File: src/rtl/wd_supervisor_pkg.sv
`default_nettype none
// ============================================================================
// Module   : wd_supervisor_pkg
// Brief    : Shared state encoding and widths for the watchdog supervisor.
// Revision : 1.0 - initial release
// ============================================================================
package wd_supervisor_pkg;

  // Supervisor FSM states; codes are visible on the state output
  typedef enum logic [1:0] {
    ST_IDLE   = 2'd0,
    ST_ARMING = 2'd1,
    ST_RUN    = 2'd2,
    ST_FAULT  = 2'd3
  } wd_state_e;

  localparam int FAULT_CNT_W = 8;

endpackage : wd_supervisor_pkg
`default_nettype wire

File: src/rtl/wd_round_tracker.sv
`default_nettype none
// ============================================================================
// Module   : wd_round_tracker
// Brief    : Tracks one client check-in round: latched mask, seen set and
//            round age. Reports completion, timeout and missing clients.
// Revision : 1.0 - initial release
// ============================================================================
module wd_round_tracker #(
  parameter int N_CLIENTS    = 4,
  parameter int ROUND_CYCLES = 1000
) (
  input  logic                 clk,
  input  logic                 rst,
  input  logic                 start_i,
  input  logic                 clear_i,
  input  logic [N_CLIENTS-1:0] alive_i,
  input  logic [N_CLIENTS-1:0] mask_i,
  output logic                 complete_o,
  output logic                 timeout_o,
  output logic                 empty_o,
  output logic [N_CLIENTS-1:0] missed_o
);

  localparam int RND_W = (ROUND_CYCLES > 1) ? $clog2(ROUND_CYCLES) : 1;
  localparam logic [RND_W-1:0] C_LAST = RND_W'(ROUND_CYCLES - 1);

  logic [N_CLIENTS-1:0] latched_q;
  logic [N_CLIENTS-1:0] seen_q;
  logic [N_CLIENTS-1:0] seen_d;
  logic [RND_W-1:0]     cnt_q;
  logic [RND_W-1:0]     cnt_d;

  // Accumulate check-ins from required clients only; report round status
  always_comb begin
    seen_d     = seen_q | (alive_i & latched_q);
    cnt_d      = cnt_q + RND_W'(1);
    empty_o    = (latched_q == '0);
    complete_o = !empty_o && (seen_d == latched_q);
    timeout_o  = (cnt_q == C_LAST);
    missed_o   = latched_q & ~seen_d;
  end

  // Round registers: start reloads, clear idles, otherwise the round ages
  always_ff @(posedge clk or posedge rst) begin
    if (rst) begin
      latched_q <= '0;
      seen_q    <= '0;
      cnt_q     <= '0;
    end else if (start_i) begin
      latched_q <= mask_i;
      seen_q    <= '0;
      cnt_q     <= '0;
    end else if (clear_i) begin
      latched_q <= '0;
      seen_q    <= '0;
      cnt_q     <= '0;
    end else begin
      seen_q    <= seen_d;
      cnt_q     <= cnt_d;
    end
  end

endmodule : wd_round_tracker
`default_nettype wire

File: src/rtl/wd_supervisor.sv
`default_nettype none
// ============================================================================
// Module   : wd_supervisor
// Brief    : Consolidates client heartbeats for watchdog_timer, arms it after
//            a start-up delay and runs the mute/recover/force-reset sequence
//            on expiry.
// Revision : 1.0 - initial release
// ============================================================================
module wd_supervisor
  import wd_supervisor_pkg::*;
#(
  parameter int N_CLIENTS      = 4,
  parameter int ROUND_CYCLES   = 1000,
  parameter int ARM_DELAY      = 16,
  parameter int RECOVER_CYCLES = 64
) (
  input  logic                   clk,
  input  logic                   rst,
  input  logic [N_CLIENTS-1:0]   client_alive_i,
  input  logic [N_CLIENTS-1:0]   client_mask_i,
  input  logic                   sys_enable_i,
  input  logic                   wd_triggered_i,
  output logic                   wd_heartbeat_o,
  output logic                   wd_enable_o,
  output logic                   wd_force_reset_o,
  output logic                   rf_mute_o,
  output logic [1:0]             state_o,
  output logic [N_CLIENTS-1:0]   missed_mask_o,
  output logic [FAULT_CNT_W-1:0] fault_count_o
);

  // One down-counter serves both ARMING and FAULT, so size it for the larger
  localparam int C_CNT_MAX = (ARM_DELAY > RECOVER_CYCLES) ? ARM_DELAY : RECOVER_CYCLES;
  localparam int CNT_W     = (C_CNT_MAX > 1) ? $clog2(C_CNT_MAX) : 1;
  localparam logic [CNT_W-1:0] C_ARM_LOAD = CNT_W'(ARM_DELAY - 1);
  localparam logic [CNT_W-1:0] C_REC_LOAD = CNT_W'(RECOVER_CYCLES - 1);

  wd_state_e             state_q, state_d;
  logic [CNT_W-1:0]      cnt_q, cnt_d;
  logic                  hb_q, hb_d;
  logic                  fr_q, fr_d;
  logic                  en_q, en_d;
  logic                  mute_q, mute_d;
  logic [FAULT_CNT_W-1:0] fc_q, fc_d;
  logic [N_CLIENTS-1:0]  missed_q, missed_d;

  logic                  rt_start;
  logic                  rt_clear;
  logic                  rt_complete;
  logic                  rt_timeout;
  logic                  rt_empty;
  logic [N_CLIENTS-1:0]  rt_missed;

  // The tracker only ages while in RUN; any other state holds it idle
  assign rt_clear = (state_q != ST_RUN);

  wd_round_tracker #(
    .N_CLIENTS    (N_CLIENTS),
    .ROUND_CYCLES (ROUND_CYCLES)
  ) u_round_tracker (
    .clk        (clk),
    .rst        (rst),
    .start_i    (rt_start),
    .clear_i    (rt_clear),
    .alive_i    (client_alive_i),
    .mask_i     (client_mask_i),
    .complete_o (rt_complete),
    .timeout_o  (rt_timeout),
    .empty_o    (rt_empty),
    .missed_o   (rt_missed)
  );

  // Next-state and next-output logic; pulses default low every cycle
  always_comb begin
    state_d  = state_q;
    cnt_d    = cnt_q;
    hb_d     = 1'b0;
    fr_d     = 1'b0;
    mute_d   = mute_q;
    fc_d     = fc_q;
    missed_d = missed_q;
    rt_start = 1'b0;
    case (state_q)
      ST_IDLE: begin
        if (sys_enable_i) begin
          state_d = ST_ARMING;
          cnt_d   = C_ARM_LOAD;
        end
      end
      ST_ARMING: begin
        if (!sys_enable_i) begin
          state_d = ST_IDLE;
        end else if (cnt_q == '0) begin
          state_d  = ST_RUN;
          mute_d   = 1'b0;
          rt_start = 1'b1;
        end else begin
          cnt_d = cnt_q - CNT_W'(1);
        end
      end
      ST_RUN: begin
        if (wd_triggered_i) begin
          state_d = ST_FAULT;
          mute_d  = 1'b1;
          cnt_d   = C_REC_LOAD;
          if (fc_q != '1) fc_d = fc_q + FAULT_CNT_W'(1);
        end else if (!sys_enable_i) begin
          state_d = ST_IDLE;
        end else if (rt_complete) begin
          hb_d     = 1'b1;
          rt_start = 1'b1;
        end else if (rt_timeout) begin
          // An empty mask has nobody to wait for, so the timeout stands in
          if (rt_empty) hb_d = 1'b1;
          else          missed_d = rt_missed;
          rt_start = 1'b1;
        end
      end
      ST_FAULT: begin
        // The force-reset pulse marks the last FAULT cycle
        if (fr_q) begin
          state_d = sys_enable_i ? ST_ARMING : ST_IDLE;
          cnt_d   = C_ARM_LOAD;
        end else if (cnt_q == '0) begin
          fr_d = 1'b1;
        end else begin
          cnt_d = cnt_q - CNT_W'(1);
        end
      end
      default: state_d = ST_IDLE;
    endcase
    en_d = (state_d == ST_RUN) || (state_d == ST_FAULT);
  end

  // State and registered outputs
  always_ff @(posedge clk or posedge rst) begin
    if (rst) begin
      state_q  <= ST_IDLE;
      cnt_q    <= '0;
      hb_q     <= 1'b0;
      fr_q     <= 1'b0;
      en_q     <= 1'b0;
      mute_q   <= 1'b0;
      fc_q     <= '0;
      missed_q <= '0;
    end else begin
      state_q  <= state_d;
      cnt_q    <= cnt_d;
      hb_q     <= hb_d;
      fr_q     <= fr_d;
      en_q     <= en_d;
      mute_q   <= mute_d;
      fc_q     <= fc_d;
      missed_q <= missed_d;
    end
  end

  assign wd_heartbeat_o   = hb_q;
  assign wd_force_reset_o = fr_q;
  assign wd_enable_o      = en_q;
  assign rf_mute_o        = mute_q;
  assign state_o          = state_q;
  assign missed_mask_o    = missed_q;
  assign fault_count_o    = fc_q;

endmodule : wd_supervisor
`default_nettype wire

File: config.mk
export PLATFORM = sky130hd
export DESIGN_NAME = wd_supervisor
export DESIGN_NICKNAME = d
export VERILOG_FILES = /design/src/rtl/wd_supervisor_pkg.sv /design/src/rtl/wd_round_tracker.sv /design/src/rtl/wd_supervisor.sv
export SDC_FILE = /design/constraint.sdc
export NUM_CORES = 1
export LEC_CHECK = 0
export CORE_MARGIN = 2
export CORE_UTILIZATION = 54
export DETAILED_ROUTE_END_ITERATION = 16
export PLACE_DENSITY = 0.88
export SKIP_CTS_REPAIR_TIMING = 1
export SYNTH_ARGS = -nofsm -noshare
export SYNTH_HDL_FRONTEND = slang
export SYNTH_SLANG_ARGS = --single-unit
File: constraint.sdc
create_clock -name clk -period 2.7 [get_ports clk]
set_clock_uncertainty 0.05 [all_clocks]
set_input_delay 0.54 -clock clk [delete_from_list [all_inputs] [get_ports clk]]
set_output_delay 0.54 -clock clk [all_outputs]
set_load 0.05 [all_outputs]
==> report_table.html <==
<table>
<tr><th>Metric</th><th>Value</th></tr>
<tr><th colspan="2">STA</th></tr>
<tr><td>Number of setup violations in the final report</td><td>0</td></tr>
<tr><td>Hold Vio Cnt, Final</td><td>0</td></tr>
<tr><td>Total Neg Setup Slack</td><td>0 ps</td></tr>
<tr><td>Hold slack</td><td>~420 ps</td></tr>
<tr><td>Max-slew headroom at the worst pin</td><td>between 60% and 70%</td></tr>
<tr><td>Portion of the clock cycle consumed by the worst path in the final layout</td><td>between 80% and 90%</td></tr>
<tr><td>Final period demand of the worst path</td><td>about 2300 ps</td></tr>
<tr><td>Max-slew violations</td><td>0</td></tr>
<tr><td>RSZ-0062 raised after global routing</td><td>no</td></tr>
<tr><td>Slew at the pin closest to its max-slew limit</td><td>between 500 and 600 ps</td></tr>
<tr><td>Achievable frequency</td><td>approximately 440 MHz</td></tr>
<tr><th colspan="2">Final layout</th></tr>
<tr><td>Most common cell after layout, fill and taps aside</td><td>sky130_fd_sc_hd__dfrtp_1</td></tr>
<tr><td>Commonest cells after routing, fill and taps aside</td><td>sky130_fd_sc_hd__dfrtp_1, sky130_fd_sc_hd__clkdlybuf4s50_1, sky130_fd_sc_hd__a21oi_1, sky130_fd_sc_hd__nor3_1</td></tr>
<tr><td>Sequential cell area in the final layout</td><td>roughly 1100 sq um</td></tr>
<tr><td>Non-filler instance count after layout</td><td>304</td></tr>
<tr><td>Utilization after layout</td><td>66.7%</td></tr>
<tr><td>Diode insertion count for antenna repair</td><td>0</td></tr>
<tr><td>FILL cells</td><td>approximately 310</td></tr>
<tr><td>Multi-input logic area</td><td>1060 sq um</td></tr>
<tr><td>Number of nets in the finished design</td><td>277</td></tr>
<tr><td>Area added between synthesis and finish</td><td>20.2%</td></tr>
<tr><td>Fraction of layout cells with a size suffix above 1</td><td>around 8.7%</td></tr>
<tr><th colspan="2">Job</th></tr>
<tr><td>Number of max-capacitance violations reported</td><td>0</td></tr>
<tr><th colspan="2">Place</th></tr>
<tr><td>Placed Cells incl. Taps</td><td>296</td></tr>
<tr><td>Weighted congestion reported at the end of routability-driven placement</td><td>~0.84</td></tr>
<tr><td>DP Wirelength</td><td>roughly 3.3 mm</td></tr>
<tr><td>Count of buffers inserted at the top-level ports</td><td>29</td></tr>
<tr><th colspan="2">Drt</th></tr>
<tr><td>DR vias/cell</td><td>between 5 and 6</td></tr>
<tr><td>Initial DRT Pass Iterations</td><td>4</td></tr>
<tr><td>Total DRC errors in the routed layout</td><td>0</td></tr>
<tr><td>Final antenna-violating net count</td><td>0</td></tr>
<tr><td>Detailed Route WL</td><td>roughly 4.6 mm</td></tr>
<tr><td>Post-detailed-route wirelength per cell</td><td>15.2 microns</td></tr>
<tr><td>First DRT Iteration DRCs</td><td>about 140</td></tr>
<tr><td>Total vias in the final route</td><td>between 1,500 and 2,000</td></tr>
<tr><th colspan="2">Global route</th></tr>
<tr><td>Global-route wire length before repair</td><td>~7.6 mm</td></tr>
<tr><td>Number of antenna violations at the first check in global routing</td><td>0</td></tr>
<tr><td>Maximum number of pins on one net before global-route repair</td><td>43</td></tr>
<tr><td>Vias in the first global route</td><td>roughly 1,600</td></tr>
<tr><td>Global-route usage over all layers</td><td>between 20% and 30%</td></tr>
<tr><td>Remaining global-route overflow</td><td>0</td></tr>
<tr><th colspan="2">Clock tree</th></tr>
<tr><td>Clock insertion delay at the later pin of the skew report</td><td>300 ps</td></tr>
<tr><td>Count of H-tree levels built during CTS</td><td>2</td></tr>
<tr><td>Clk Tree Root Cell</td><td>sky130_fd_sc_hd__clkbuf_8</td></tr>
<tr><td>TritonCTS sink count</td><td>between 40 and 50</td></tr>
<tr><td>Clock buffers created by TritonCTS</td><td>5</td></tr>
<tr><td>CTS tree</td><td>done</td></tr>
<tr><td>Clock edge transition at the registers on the reported setup and hold paths</td><td>around 80 ps</td></tr>
<tr><td>Worst-case clock buffer depth</td><td>2</td></tr>
<tr><th colspan="2">Die</th></tr>
<tr><td>I/O pin total</td><td>30</td></tr>
<tr><td>Starting density of the core</td><td>55.5%</td></tr>
<tr><td>Placeable core area</td><td>3970 sq um</td></tr>
<tr><td>Number of rows in the core area</td><td>23</td></tr>
<tr><td>Die ar.</td><td>between 4000 and 5000 sq um</td></tr>
<tr><td>Die Y</td><td>about 68 microns</td></tr>
<tr><td>Horizontal die dimension</td><td>roughly 68 microns</td></tr>
<tr><th colspan="2">Synthesis</th></tr>
<tr><td>Synthesis-stage register bit count</td><td>42</td></tr>
<tr><td>Number of enable flip-flop cells after synthesis</td><td>0</td></tr>
<tr><td>Sequential share of the synthesized area</td><td>47.7%</td></tr>
<tr><td>Post-synthesis cell type count</td><td>between 40 and 50</td></tr>
<tr><td>Asr flop ratio synth</td><td>100%</td></tr>
<tr><td>Average cell area after synthesis</td><td>about 10 sq um</td></tr>
<tr><td>Primary flip-flop cell chosen by synthesis mapping</td><td>sky130_fd_sc_hd__dfrtp_1</td></tr>
<tr><td>Count of warnings emitted by yosys</td><td>0</td></tr>
<tr><td>Mapped Cells</td><td>219</td></tr>
<tr><td>Nets in the synthesized netlist</td><td>243</td></tr>
<tr><td>Cell area after synthesis</td><td>~2200 sq um</td></tr>
<tr><th colspan="2">Power and ir drop</th></tr>
<tr><td>Power per Cell Area</td><td>567 nW/um^2</td></tr>
<tr><td>Leak</td><td>between 0.001 and 0.0015 uW</td></tr>
<tr><td>Total Power</td><td>1500 uW</td></tr>
<tr><td>Maximum resistive drop on vdd</td><td>about 0.37 mV</td></tr>
<tr><th colspan="2">Setup path</th></tr>
<tr><td>Signal arrival time at the worst endpoint</td><td>approximately 2500 ps</td></tr>
<tr><td>R2r worst-path depth</td><td>7</td></tr>
<tr><td>Reg2reg setup slack</td><td>approximately 420 ps</td></tr>
<tr><td>Launch instance of the worst register-to-register path</td><td>cnt_q[0]$_DFFE_PP0P_</td></tr>
<tr><td>Startpoint class of the critical path</td><td>flip-flop</td></tr>
<tr><td>Max FO, Critical Path</td><td>14</td></tr>
<tr><td>Worst R2R End</td><td>u_round_tracker.latched_q[1]$_DFFE_PP0P_</td></tr>
<tr><td>Req. time, crit path</td><td>between 2000 and 3000 ps</td></tr>
<tr><td>Critical path capture point type</td><td>flip-flop</td></tr>
<tr><td>Critical path type</td><td>flip-flop to flip-flop</td></tr>
<tr><th colspan="2">Hold path</th></tr>
<tr><td>Hold Path Sink</td><td>u_round_tracker.cnt_q[0]$_DFF_PP0_</td></tr>
<tr><td>Worst hold path class</td><td>flip-flop to flip-flop</td></tr>
<tr><td>Number of cells on the worst hold path</td><td>1</td></tr>
<tr><td>Startpoint of the lowest-slack hold path</td><td>u_round_tracker.cnt_q[0]$_DFF_PP0_</td></tr>
<tr><th colspan="2">Status</th></tr>
<tr><td>Outcome</td><td>finished, final reports clean</td></tr>
</table>
==> power by group <==
group | switching [uW] | leakage, uW | total (uW) | internal [uW]
Sequential | 42.4 | 0.000571 | 706 | 664
Combinational | 222 | 0.000545 | 374 | 152
Clock | 218 | 0.0000472 | 424 | 205
Total | 482 | 0.00116 | 1500 | 1020
==> worst max-delay path by stage <==
stage	start	slack (ps)	endpoint
floorplan	state_o[1]$_DFF_PP0_	480	fault_count_o[1]$_DFFE_PP0P_
global placement	client_alive_i[2]	330	u_round_tracker.cnt_q[1]$_DFF_PP0_
detailed placement	client_alive_i[0]	170	u_round_tracker.seen_q[2]$_DFF_PP0_
CTS	cnt_q[0]$_DFFE_PP0P_	450	u_round_tracker.latched_q[1]$_DFFE_PP0P_
global route	cnt_q[0]$_DFFE_PP0P_	300	u_round_tracker.latched_q[1]$_DFFE_PP0P_
finish	cnt_q[0]$_DFFE_PP0P_	420	u_round_tracker.latched_q[1]$_DFFE_PP0P_
==> final cells by class <==
type,instances,share of cell area (%)
multi-input combinational,157,40.2
sequential,42,39.7
timing repair buffer,34,12.4
clock buffer,6,3.12
tap,50,2.36
inverter,13,1.84
clock inverter,2,0.472
==> metrics by stage <==
stage | worst slack, ps | cell area, sq um
2_1_floorplan | 483 | 2200
3_3_place_gp | 326 | 2550
3_5_place_dp | 165 | 2550
4_1_cts | 446 | 2650
5_1_grt | 300 | 2650
6_report | 425 | 2650
==> registers in the layout, indices dropped and copies added (netlist names) <==
| register | count |
|---|---|
| wd_force_reset_o | 1 |
| fault_count_o | 8 |
| wd_enable_o | 1 |
| wd_heartbeat_o | 1 |
| u_round_tracker.seen_q | 4 |
| cnt_q | 6 |
| rf_mute_o | 1 |
| u_round_tracker.cnt_q | 10 |
| u_round_tracker.latched_q | 4 |
| state_o | 2 |
| missed_mask_o | 4 |
==> critical path, stage by stage (launching register included) <==
cell                      delay (ps)
sky130_fd_sc_hd__dfrtp_1         410
sky130_fd_sc_hd__inv_1            70
sky130_fd_sc_hd__ha_1            240
sky130_fd_sc_hd__or4b_1          590
sky130_fd_sc_hd__o21ai_0         210
sky130_fd_sc_hd__o311a_1         200
sky130_fd_sc_hd__buf_4           210
sky130_fd_sc_hd__mux2i_1         210
==> synth_stat cells, drive strengths merged (3+ instances only) <==
cell type / n / area, sq um
xor2: 3 / 26.3
nor3: 16 / 80.1
ha: 12 / 150
nand3: 6 / 30.0
o21ai: 8 / 40.0
nand4: 6 / 37.5
o22a: 4 / 35.0
nand2b: 3 / 18.8
buf: 4 / 28.8
a21oi: 16 / 80.1
clkbuf: 3 / 11.3
nor2: 15 / 56.3
mux2i: 4 / 40.0
dfrtp: 42 / 1050
mux2: 5 / 56.3
inv: 12 / 45.0
nand2: 15 / 56.3
nor4: 3 / 18.8
or2: 3 / 21.3
xnor2: 12 / 105
==> logic make-up (layout without fill, tap and decap cells) <==
logic type / after synthesis / count (layout) / share of synthesized area, %
muxes: 9 / 9 / 4.37
adders and majority gates: 12 / 12 / 6.81
DFF: 42 / 42 / 47.7
AOI/OAI and AO/OA: 43 / 43 / 13.0
buffers and inverters: 20 / 55 / 4.03
and+or+nand+nor: 78 / 78 / 18.2
xor gates and xnor gates: 15 / 15 / 5.96
==> per-layer routing <==
| layer | share of wire [%] | vias up | global-route usage, % |
|---|---|---|---|
| met5 | 0 | - | 0 |
| met4 | 1.9 | 0 | 9.00 |
| met3 | 5.1 | 9 | 5.26 |
| met2 | 49 | 50 | 38.4 |
| met1 | 44 | 849 | 27.5 |
| li1 | - | 852 | - |
Power figures use the tool's default switching activity.
==> RTL change 1: new RTL, same flow settings <==
Put one more register stage on the output `state_o`, with the module's reset. The value now appears one clock later. The other outputs are not delayed to match.
--- a/src/rtl/wd_supervisor.sv
+++ b/src/rtl/wd_supervisor.sv
@@ -159,7 +159,13 @@
   assign wd_force_reset_o = fr_q;
   assign wd_enable_o      = en_q;
   assign rf_mute_o        = mute_q;
-  assign state_o          = state_q;
+  always_ff @(posedge clk or posedge rst) begin
+    if (rst) begin
+      state_o <= '0;
+    end else begin
+      state_o <= state_q;
+    end
+  end
   assign missed_mask_o    = missed_q;
   assign fault_count_o    = fc_q;
 
Formal check against the unedited RTL: not equivalent (a bounded check fails within 4 cycles, from zero or initial values and one cycle with rst high).
==> RTL change 1 against the original RTL <==
Total power increased by 8.3%; combinational power about the same; area after synthesis up 7.4%; design area is 6.3% higher; register-to-register slack gained 0.16 ns; sequential cell count is 2 higher; wire length is 0.52% lower; largest cell class unchanged; clock power grew 20%; critical path type is now primary input to flip-flop; worst setup slack gained 0.037 ns.
==> RTL change 1: results <==
{
  "critical_path.slowest_cell": "clkdlybuf4s50_1",
  "io_buffers": 29,
  "grt_max_degree": 45,
  "cts_root_buffer": "clkbuf_8",
  "async_flop_share": 1.000,
  "worstPathMaxFanout": 8,
  "pre_cts_ws_ns": 0.1270,
  "drive_gt1_frac": 0.1423,
  "critPathMaxStageDelay_ns": 0.40,
  "reg2regPathDepth": 6,
  "place_hpwl_um": 3168,
  "synthTopCellsByArea": "dfrtp_1, ha_1, nor3_2",
  "synth_cell_type_count": 50,
  "nets": 276,
  "drc": 0,
  "clkLatencyLatePin_ns": 0.30,
  "crit_start": "client_alive_i[0]",
  "wl_per_cell_um": 15.03,
  "largest_register_ffs": 10,
  "dr.pass1.iters": 4,
  "status": "finished, final reports clean",
  "synth_area_per_cell_um2": 10.91,
  "ir_drop_v": 0.0002755,
  "min_path_type": "flip-flop to flip-flop",
  "placed_cells": 297,
  "holdPathStages": 1,
  "numCtsBuffers": 5,
  "via_per_inst": 5.702,
  "clk_pin_slew_ns": 0.08,
  "syn_nets": 241,
  "slew_headroom": 0.6365,
  "first_iter_violations": 99,
  "largest_register": "u_round_tracker.cnt_q",
  "p_leak_nw": 1.229,
  "gp_congestion": 0.8278,
  "synth_common_cells": "dfrtp_1, nand2_1, nor2_1, ha_1",
  "diodes": 0,
  "final_cells": 305,
  "grt_antenna_before_repair": 0,
  "first_global_vias": 1700,
  "worstPathArrival_ns": 2.40,
  "ys.flop_type": "dfrtp_1",
  "grt_first_pass_wirelength_um": 7893,
  "cp_top_family": "compound AO/OA/AOI/OAI gates",
  "grt_usage": 0.1994,
  "clockBufferDepth": 2,
  "synth-warning-count": 0,
  "h-tree-depth": 2,
  "rr_startpoint": "state_q[0]",
  "seq_area_frac_synth": 0.4651,
  "hp-start": "u_round_tracker.cnt_q[0]"
}
## RTL change 1: metal layers
layer | routed length [um] | up-vias | GRT usage
li1 | - | 841 | -
met1 | 2128 | 861 | 0.2716
met2 | 2245 | 31 | 0.3153
met3 | 147 | 6 | 0.04185
met4 | 63 | 0 | 0.07265
met5 | 0 | - | 0
## RTL change 1: cell type report
class / instances / area, um^2
timing repair buffer: 34 / 327.8
fill: 337 / 1478
clock inverter: 3 / 42.54
clock buffer: 5 / 68.82
tap: 52 / 65.06
multi-input combinational: 155 / 1166
inverter: 12 / 45.04
sequential: 44 / 1101
## RTL change 1: worst paths after layout
| kind | end | slack (ns) |
|---|---|---|
| max | u_round_tracker.cnt_q[1] | 0.46 |
| min | u_round_tracker.cnt_q[0] | 0.43 |
| max reg2reg | missed_mask_o[1] | 0.58 |
| min reg2reg | u_round_tracker.cnt_q[0] | 0.43 |
| max in group asynchronous | state_o[1] | 1.59 |
| min in group asynchronous | u_round_tracker.latched_q[0] | 0.63 |
## RTL change 1: logic make-up after synthesis
| kind of cell | after synthesis | synth area share |
|---|---|---|
| compound gates | 40 | 0.1247 |
| xor+xnor | 15 | 0.05549 |
| fa+ha+maj | 12 | 0.06342 |
| buf+inv | 18 | 0.04228 |
| flops | 44 | 0.4651 |
| mux | 10 | 0.04493 |
| simple gates | 78 | 0.2040 |
## RTL change 1: per-stage QoR
stage / util / cell area [um^2]
after floorplan: - / 2367
after global placement: 0.6300 / 2705
after detailed placement: 0.6300 / 2705
after CTS: 0.6559 / 2816
after global routing: 0.6559 / 2816
final: 0.6559 / 2816
## RTL change 1: power by group
part	switching, W	internal [W]
sequential	0.0000449	0.000701
clock	0.000234	0.000274
combinational	0.000213	0.000162
total	0.000492	0.00114
==> RTL change 2: new RTL, same flow settings <==
Without the edit above. `N_CLIENTS` is set to 4 in 2 places; all go to 5.
--- a/src/rtl/wd_round_tracker.sv
+++ b/src/rtl/wd_round_tracker.sv
@@ -6,7 +6,7 @@
 // Revision : 1.0 - initial release
 // ============================================================================
 module wd_round_tracker #(
-  parameter int N_CLIENTS    = 4,
+  parameter int N_CLIENTS    = 5,
   parameter int ROUND_CYCLES = 1000
 ) (
   input  logic                 clk,
--- a/src/rtl/wd_supervisor.sv
+++ b/src/rtl/wd_supervisor.sv
@@ -9,7 +9,7 @@
 module wd_supervisor
   import wd_supervisor_pkg::*;
 #(
-  parameter int N_CLIENTS      = 4,
+  parameter int N_CLIENTS      = 5,
   parameter int ROUND_CYCLES   = 1000,
   parameter int ARM_DELAY      = 16,
   parameter int RECOVER_CYCLES = 64
Interface: changed (resized client_alive_i, client_mask_i and missed_mask_o); port bits go from 30 to 33. No check against the original RTL was run, so the function may have changed too.
==> RTL change 2 against the original RTL <==
Clock power up 22%; wire length is 3.6% higher; critical path type unchanged; via count grew 8.6%; total power is 24% higher; first-iteration DRC count down 22%; critical endpoint is now u_round_tracker.cnt_q[6]; design area rose by 9.9%; sequential power up 13%; highest routed layer unchanged; worst setup slack worse by 0.14 ns; die area rose by 9.0%; sequential cell count is 3 higher; area after synthesis rose by 9.6%; non-clock buffer count up 4.
==> RTL change 2: results <==
{
  "syn_nets": 266,
  "synth_mux_area_frac": 0.02796,
  "inverters": 7,
  "synth_common_cells": "dfrtp_1, nor2_1, ha_1, nand2_1, a21oi_1",
  "status": "finished, final reports clean",
  "synth_cell_type_count": 45,
  "grt_first_pass_wirelength_um": 8328,
  "worstPathArrival_ns": 2.54,
  "tightest_slew_ns": 1.042,
  "multi_input_area_um2": 1212,
  "num-fill-cells": 355,
  "ir_drop_v": 0.0005177,
  "p_seq_w": 0.000797,
  "io_buffers": 32,
  "p_int_w": 0.001244,
  "synth_top_area_share": 0.4661,
  "buffer_area_frac": 0.1255,
  "gp_congestion": 0.8339,
  "place_hpwl_um": 3479,
  "grt_max_degree": 31,
  "synth_compound_area_frac": 0.1559,
  "grt_usage": 0.2055,
  "worstPathMaxFanout": 18,
  "placed_area_um2": 2795,
  "first_iter_violations": 111,
  "synthTopCellsByArea": "dfrtp_1, ha_1, nor2_1",
  "min_to": "missed_mask_o[0]",
  "nNonClkBuffers": 38,
  "multi_input_area_share": 0.4164,
  "comb_power_share": 0.295,
  "first_global_vias": 1830,
  "nets": 301,
  "nClkBuffers": 7,
  "via_per_inst": 5.847,
  "clock_area_frac": 0.03997,
  "regToRegSetupSlack_ns": 0.29,
  "cts_root_buffer": "clkbuf_8",
  "seq_share": 0.3868,
  "cts.sinks": 45,
  "hold_slack_ns": 0.4585,
  "clkLatencyLatePin_ns": 0.30,
  "r2r_end": "u_round_tracker.cnt_q[6]",
  "reg2regPathDepth": 6,
  "synth_xor_area_frac": 0.05438,
  "drive_gt1_frac": 0.08364,
  "multi_input_gates": 177,
  "worstSetupPathType": "flip-flop to flip-flop",
  "hp-start": "missed_mask_o[0]",
  "seq_area_frac_synth": 0.4661,
  "p_leak_nw": 1.254
}
RTL change 2: critical path: stages (launching register included):
cell and delay [ns]:
dfrtp_1 0.42, inv_1 0.07, ha_1 0.24, nor4b_2 0.36
and4b_1 0.62, a221o_2 0.44, nor2_1 0.09
RTL change 2: through the flow:
stage / cells / worst slack [ns] / total power [W] / util
floorplan: 239 / 0.4168 / 0.001202 / -
global placement: 319 / 0.1594 / 0.001337 / 0.6464
detailed placement: 319 / 0.08183 / 0.001356 / 0.6464
CTS: 327 / 0.2939 / 0.001883 / 0.6733
global route: 327 / 0.02904 / 0.001983 / 0.6733
finish: 327 / 0.2854 / 0.001868 / 0.6733
RTL change 2: per-layer routing:
metal,GRT usage,share of wire,vias to the layer above
met4,0.05031,0.012,0
li1,-,-,953
met2,0.3437,0.49,39
met3,0.04131,0.038,6
met5,0,0,-
met1,0.2775,0.46,914
